`src/rtl/red_seq_unit.sv`:
```
// Multi-cycle byte reducer: adds the four bytes of op_a/op_b through one shared
// 8-bit carry-lookahead adder, one pass per state, behind a start/busy/done handshake.

module CLA_8bit (
    input  logic [7:0] a,
    input  logic [7:0] b,
    input  logic       cin,
    output logic [8:0] sum
);
    logic [7:0] g;
    logic [7:0] p;
    logic [8:0] c;

    genvar gi;
    generate
        for (gi = 0; gi < 8; gi++) begin : g_pg
            assign g[gi]   = a[gi] & b[gi];
            assign p[gi]   = a[gi] ^ b[gi];
            assign sum[gi] = p[gi] ^ c[gi];
        end
    endgenerate

    // Each carry is the flattened sum of generate terms gated by the propagate chain above them.
    always_comb begin
        logic prop;
        c    = '0;
        c[0] = cin;
        for (int i = 0; i < 8; i++) begin
            prop     = 1'b1;
            c[i + 1] = 1'b0;
            for (int j = i; j >= 0; j--) begin
                c[i + 1] = c[i + 1] | (prop & g[j]);
                prop     = prop & p[j];
            end
            c[i + 1] = c[i + 1] | (prop & cin);
        end
    end

    assign sum[8] = c[8];
endmodule

module red_seq_unit #(
    parameter bit SIGN_EXT = 1'b1
) (
    input  logic        clk,
    input  logic        rst,
    input  logic        start,
    input  logic [15:0] op_a,
    input  logic [15:0] op_b,
    output logic        busy,
    output logic        done,
    output logic [15:0] result
);
    typedef enum logic [2:0] {IDLE, ADD_HI, ADD_LO, SUM_LO, SUM_HI} state_t;

    state_t      state_q, state_d;
    logic [15:0] op_a_q, op_a_d;
    logic [15:0] op_b_q, op_b_d;
    logic [8:0]  sum_hi_q, sum_hi_d;
    logic [8:0]  sum_lo_q, sum_lo_d;
    logic [7:0]  fin_lo_q, fin_lo_d;
    logic        c_q, c_d;
    logic [15:0] result_q, result_d;
    logic        done_q, done_d;

    logic [7:0]  add_a, add_b;
    logic        add_cin;
    logic [8:0]  add_sum;
    logic        part_bit8;
    logic [1:0]  ext_hi, ext_lo;
    logic [9:0]  fin;

    CLA_8bit u_cla (
        .a   (add_a),
        .b   (add_b),
        .cin (add_cin),
        .sum (add_sum)
    );

    // Bit 8 of a byte-pair sum: true sign when signed, plain carry-out otherwise.
    assign part_bit8 = SIGN_EXT ? (add_a[7] ^ add_b[7] ^ add_sum[8]) : add_sum[8];
    assign ext_hi    = SIGN_EXT ? {2{sum_hi_q[8]}} : {1'b0, sum_hi_q[8]};
    assign ext_lo    = SIGN_EXT ? {2{sum_lo_q[8]}} : {1'b0, sum_lo_q[8]};
    assign fin       = {add_sum[1:0], fin_lo_q};

    always_ff @(posedge clk or posedge rst) begin
        if (rst) begin
            state_q  <= IDLE;
            op_a_q   <= '0;
            op_b_q   <= '0;
            sum_hi_q <= '0;
            sum_lo_q <= '0;
            fin_lo_q <= '0;
            c_q      <= 1'b0;
            result_q <= '0;
            done_q   <= 1'b0;
        end else begin
            state_q  <= state_d;
            op_a_q   <= op_a_d;
            op_b_q   <= op_b_d;
            sum_hi_q <= sum_hi_d;
            sum_lo_q <= sum_lo_d;
            fin_lo_q <= fin_lo_d;
            c_q      <= c_d;
            result_q <= result_d;
            done_q   <= done_d;
        end
    end

    always_comb begin
        state_d  = state_q;
        op_a_d   = op_a_q;
        op_b_d   = op_b_q;
        sum_hi_d = sum_hi_q;
        sum_lo_d = sum_lo_q;
        fin_lo_d = fin_lo_q;
        c_d      = c_q;
        result_d = result_q;
        done_d   = 1'b0;
        add_a    = '0;
        add_b    = '0;
        add_cin  = 1'b0;
        case (state_q)
            IDLE: begin
                if (start) begin
                    op_a_d  = op_a;
                    op_b_d  = op_b;
                    state_d = ADD_HI;
                end
            end
            ADD_HI: begin
                add_a    = op_a_q[15:8];
                add_b    = op_b_q[15:8];
                sum_hi_d = {part_bit8, add_sum[7:0]};
                state_d  = ADD_LO;
            end
            ADD_LO: begin
                add_a    = op_a_q[7:0];
                add_b    = op_b_q[7:0];
                sum_lo_d = {part_bit8, add_sum[7:0]};
                state_d  = SUM_LO;
            end
            SUM_LO: begin
                add_a    = sum_hi_q[7:0];
                add_b    = sum_lo_q[7:0];
                fin_lo_d = add_sum[7:0];
                c_d      = add_sum[8];
                state_d  = SUM_HI;
            end
            SUM_HI: begin
                // Only the low two bits of this pass matter: the top of the 10-bit sum wraps mod 4.
                add_a    = {6'b0, ext_hi};
                add_b    = {6'b0, ext_lo};
                add_cin  = c_q;
                result_d = SIGN_EXT ? {{6{fin[9]}}, fin} : {6'b0, fin};
                done_d   = 1'b1;
                state_d  = IDLE;
            end
            default: state_d = IDLE;
        endcase
    end

    assign busy   = (state_q != IDLE);
    assign done   = done_q;
    assign result = result_q;
endmodule

```
`config.mk`:
```
export PLATFORM = sky130hd
export DESIGN_NAME = red_seq_unit
export DESIGN_NICKNAME = d
export VERILOG_FILES = /design/src/rtl/red_seq_unit.sv
export SDC_FILE = /design/constraint.sdc
export NUM_CORES = 1
export LEC_CHECK = 0
export BUFFER_PORTS_ARGS = -buffer_cell sky130_fd_sc_hd__buf_2
export CAP_MARGIN = 20
export CORE_ASPECT_RATIO = 1.2
export CORE_MARGIN = 10
export CORE_UTILIZATION = 57
export DETAILED_ROUTE_END_ITERATION = 8
export PLACE_DENSITY_LB_ADDON = 0.3
export SYNTH_ARGS = -nofsm -noshare
export SYNTH_HDL_FRONTEND = slang
export SYNTH_SLANG_ARGS = --single-unit
export TNS_END_PERCENT = 5
```
`constraint.sdc`:
```
create_clock -name clk -period 4.1 [get_ports clk]
set_input_delay 0.205 -clock clk [delete_from_list [all_inputs] [get_ports clk]]
set_output_delay 0.205 -clock clk [all_outputs]
set_load 0.01 [all_outputs]
```
==> flow_summary_export.csv <==
group,metric,value,unit
placement,dpl.hpwl,5573,um
cells_and_area,stdcell_area,4091,um2
yosys,synthesis.nets,376,
timing,finalClockSkew,0.006198,ns
timing,max_freq,292.2,MHz
floorplan,fp-row-count,31,
cells_and_area,flow.area_growth_from_synthesis,15.83,%
timing,timing.final.crit_period,3.423,ns
yosys,seq_area_frac_synth,51.72,%
yosys,synth-xor-area-share,1.488,%
cells_and_area,ff_latch_area,1827,um2
timing,hold_violations,22,
setup_path,cp_top_family,"simple AND/OR/NAND/NOR gates",
clock_tree,clock_latency,0.35,ns
cells_and_area,footprint_of_the_multi_input_gates,1543,um2
clock_tree,cts-root-buf,"sky130_fd_sc_hd__clkbuf_8",
clock_tree,post-cts-setup-buffers,0,
yosys,synth-warning-count,0,
timing,setup_violations,0,
clock_tree,clock_sinks,73,
yosys,distinct_cell_type_count_after_synthesis,43,
route,post-route-drc-count,0,
yosys,most_used_flip_flop_cell_after_synthesis,"sky130_fd_sc_hd__dfrtp_1",
status,violations,"negative hold slack",
setup_path,worst_ep_arrival_time,3.63,ns
cells_and_area,final_layout_size_suffix_gt1_share,31.33,%
setup_path,crit_chain,"or3b_1 > inv_1 > a22o_1 > a221oi_1 > inv_1 > ha_1 > nand3_1 > o211ai_4 > or4_1 > nand4_1 > o21ai_0",
clock_tree,cts_resized,0,
timing,min_period_over_period,83.49,%
yosys,synth-adder-area-share,3.401,%
global_routing,grt_pass1_wl,13270,um
pwr,switching_power_share_of_the_total,39.25,%
route,route.final.wire_length,7758,um
placement,number_of_buffers_added_on_ports,52,
timing,fin_worst_hold_slack,-0.01413,ns
pwr,power.share.combinational,46.5,%
yosys,postSynth.asyncResetShare,100.0,%
clock_tree,tritoncts,"done",
floorplan,start_util,58.75,%
floorplan,core-area,6012,um2
setup_path,critical_path_class,"reg2reg",
timing,rsz0062_at_grt,"no",
pwr,ir_worst_vdd,0.0005992,V
clock_tree,cts_htree_levels,3,
yosys,synth_compound_gate_area_share,12.86,%
clock_tree,maximum_buffer_depth_of_the_clock_tree,2,
setup_path,timing.critical_path.from_type,"flip-flop",
yosys,mappedNetlistArea,3532,um2
setup_path,slowest_delay,0.83,ns
route,drt_first_pass_iters,4,
cells_and_area,fin_nets,422,
cells_and_area,insertedDiodeCount,0,
global_routing,track_usage,16.56,%
setup_path,critical_path_required,4.30,ns
setup_path,timing.critical_path.buf_inv,2,
cells_and_area,fillerInstances,474,
route,first_iteration_detailed_routing_drc_count,163,
setup_path,critical_path.slowest_cell,"sky130_fd_sc_hd__dfrtp_1",
yosys,synth.largest_area_cell,"sky130_fd_sc_hd__dfrtp_1",
timing,worst_slew_margin_rel,46.32,%
status,run_status,"complete, but fails checks",
pwr,sequential_power_share,34.0,%
yosys,yosys.area.top_type_share,51.72,%
yosys,post_synthesis_instance_total,332,
pwr,leakagePower,1.955,nW
run,cap_violations,0,
timing,final_max_slew_viol_count,0,
yosys,main_combinational_cell_family_by_area_after_synthesis,"multiplexers",
global_routing,grt-ovfl-total,0,
route,route.antenna.remaining_nets,0,
yosys,synth.area.top_cells,"sky130_fd_sc_hd__dfrtp_1 52%, sky130_fd_sc_hd__mux2_2 13%, sky130_fd_sc_hd__nand2_1 6.0%",
floorplan,die_height,106.2,um
global_routing,number_of_antenna_violations_at_the_first_check_in_global_routing,0,
floorplan,die_w,91.86,um
clock_tree,holdBufCountCts,0,
setup_path,worstPathMaxFanout,20,
pwr,power-per-cell-area,948.2,nW/um2
pwr,pwr-share-clk,19.6,%
clock_tree,cts.reportedPaths.clkPinSlew,0.08,ns
placement,placedInstanceArea,3815,um2
yosys,synth-edff-count,0,
placement,routabilityCongestion,0.9630,
worst_hold_path,worst_hold_path_type,"in2async",
route,vias,2640,
setup_path,worst_setup_path_end_kind,"flip-flop",
clock_tree,cts_made_buffers,9,
setup_path,critPathMostFrequentCell,"sky130_fd_sc_hd__inv_1",
yosys,synth-seq-cells,73,
pwr,net_switching_power,0.001523,W
global_routing,grt_start_max_net_pins,39,
route,viasPerCell,5.677,
route,wire_per_inst,16.68,um
global_routing,grt_pass1_vias,2829,
timing,finalSetupTns,0,ns
yosys,post_synth_mux_area_share,14.03,%
pwr,internal-power,0.002357,W
yosys,avgSynthCellArea,10.64,um2
yosys,share_of_synthesized_cell_area_in_and_or_nand_and_nor_gates,11.90,%
timing,worst_slew_pin_slew,0.8044,ns
floorplan,floorplan.die_area,9758,um2
floorplan,ios,53,
-- flip-flops by register name, indices dropped and copies added, names as in the netlist --
register and count:
result 10, op_a_q 16, sum_hi_q 9, fin_lo_q 8, sum_lo_q 9, op_b_q 16, c_q 1, state_q 3
done 1
-- per-stage QoR --
stage | power, W | utilization [%] | hold WS, ns | setup WS (ns) | cells
6_report | 0.003880 | 68.05 | -0.01413 | 0.6771 | 465
5_1_grt | 0.004196 | 68.05 | 0.04783 | 0.4094 | 465
4_1_cts | 0.003881 | 68.05 | 0.004140 | 0.6979 | 465
3_5_place_dp | 0.003103 | 63.45 | 0.3800 | 0.6945 | 449
3_3_place_gp | 0.003032 | 63.45 | 0.3724 | 0.8299 | 449
2_1_floorplan | 0.002665 | - | 0.3397 | 1.200 | 332
-- power groups by stage --
stage,combinational (W),clock [W],sequential (W)
6_report,0.00180,0.000759,0.00132
5_1_grt,0.00204,0.000797,0.00136
4_1_cts,0.00180,0.000768,0.00131
3_5_place_dp,0.00178,0,0.00132
3_3_place_gp,0.00171,0,0.00132
2_1_floorplan,0.00144,0,0.00122
-- area by class of cell --
type                       count  share of cell area (%)
clock inverter                 5                   3.058
tap                           82                   2.508
timing repair buffer          58                   7.462
sequential                    73                   44.65
inverter                      10                  0.9174
multi-input combinational    226                   37.71
clock buffer                  11                   3.700
-- synthesized netlist by cell type, types with 3 or more instances --
library cell               count
sky130_fd_sc_hd__o21ai_1       3
sky130_fd_sc_hd__inv_1         9
sky130_fd_sc_hd__nand3_1       4
sky130_fd_sc_hd__a31oi_1       5
sky130_fd_sc_hd__nand2_1      56
sky130_fd_sc_hd__nor2b_1       4
sky130_fd_sc_hd__buf_4         9
sky130_fd_sc_hd__a21oi_1       9
sky130_fd_sc_hd__nor2_1       19
sky130_fd_sc_hd__o21ai_0      25
sky130_fd_sc_hd__buf_2         4
sky130_fd_sc_hd__mux2_2       42
sky130_fd_sc_hd__dfrtp_1      73
sky130_fd_sc_hd__a22oi_1      16
sky130_fd_sc_hd__clkbuf_1      7
sky130_fd_sc_hd__ha_1          8
sky130_fd_sc_hd__xnor2_1       4
sky130_fd_sc_hd__buf_1         3
-- cells by family after synthesis --
group           after synthesis
xor+xnor                      6
simple gates                 97
compound gates               70
flops                        73
mux                          44
buf+inv                      33
fa+ha+maj                     9
-- placed cells by master (no fill, tap or decap), types with 2 or more instances in the layout --
cell	count
sky130_fd_sc_hd__a21oi_1	9
sky130_fd_sc_hd__a221oi_1	2
sky130_fd_sc_hd__a22o_1	2
sky130_fd_sc_hd__a22oi_1	16
sky130_fd_sc_hd__a31oi_1	5
sky130_fd_sc_hd__buf_2	52
sky130_fd_sc_hd__buf_4	6
sky130_fd_sc_hd__bufinv_16	4
sky130_fd_sc_hd__clkbuf_8	11
sky130_fd_sc_hd__dfrtp_1	73
sky130_fd_sc_hd__ha_1	8
sky130_fd_sc_hd__inv_1	8
sky130_fd_sc_hd__mux2_1	2
sky130_fd_sc_hd__mux2_2	42
sky130_fd_sc_hd__nand2_1	56
sky130_fd_sc_hd__nand2b_1	2
sky130_fd_sc_hd__nand3_1	4
sky130_fd_sc_hd__nor2_1	19
sky130_fd_sc_hd__nor2b_1	4
sky130_fd_sc_hd__nor3_1	2
sky130_fd_sc_hd__o21ai_0	25
sky130_fd_sc_hd__o21ai_1	3
sky130_fd_sc_hd__or3_1	2
sky130_fd_sc_hd__xnor2_1	4
sky130_fd_sc_hd__xor2_1	2
-- per-layer routing --
| metal | vias up | track usage, % | wire length (um) |
|---|---|---|---|
| met2 | 92 | 27.12 | 3793 |
| met5 | - | 0 | 0 |
| li1 | 1247 | - | - |
| met3 | 13 | 4.785 | 558 |
| met1 | 1288 | 19.48 | 3274 |
| met4 | 0 | 8.057 | 132 |
-- worst paths after layout --
check                                        startpoint                       to  slack (ns)  depth (start not counted)
worst max-delay path             state_q[1]$_DFFE_PP0P_  sum_lo_q[7]$_DFFE_PP0N_        0.68                         11
worst min-delay path                                rst    result[2]$_DFFE_PP0N_       -0.01                          2
worst max register to register   state_q[1]$_DFFE_PP0P_  sum_lo_q[7]$_DFFE_PP0N_        0.68                         11
worst min register to register  fin_lo_q[0]$_DFFE_PP0N_    result[0]$_DFFE_PP0N_        0.47                          2
max in group asynchronous                           rst          c_q$_DFFE_PP0N_        3.16                          3
min in group clk                               op_a[10]   op_a_q[10]$_DFFE_PP0P_        0.08                          2
Power figures use the tool's default switching activity.
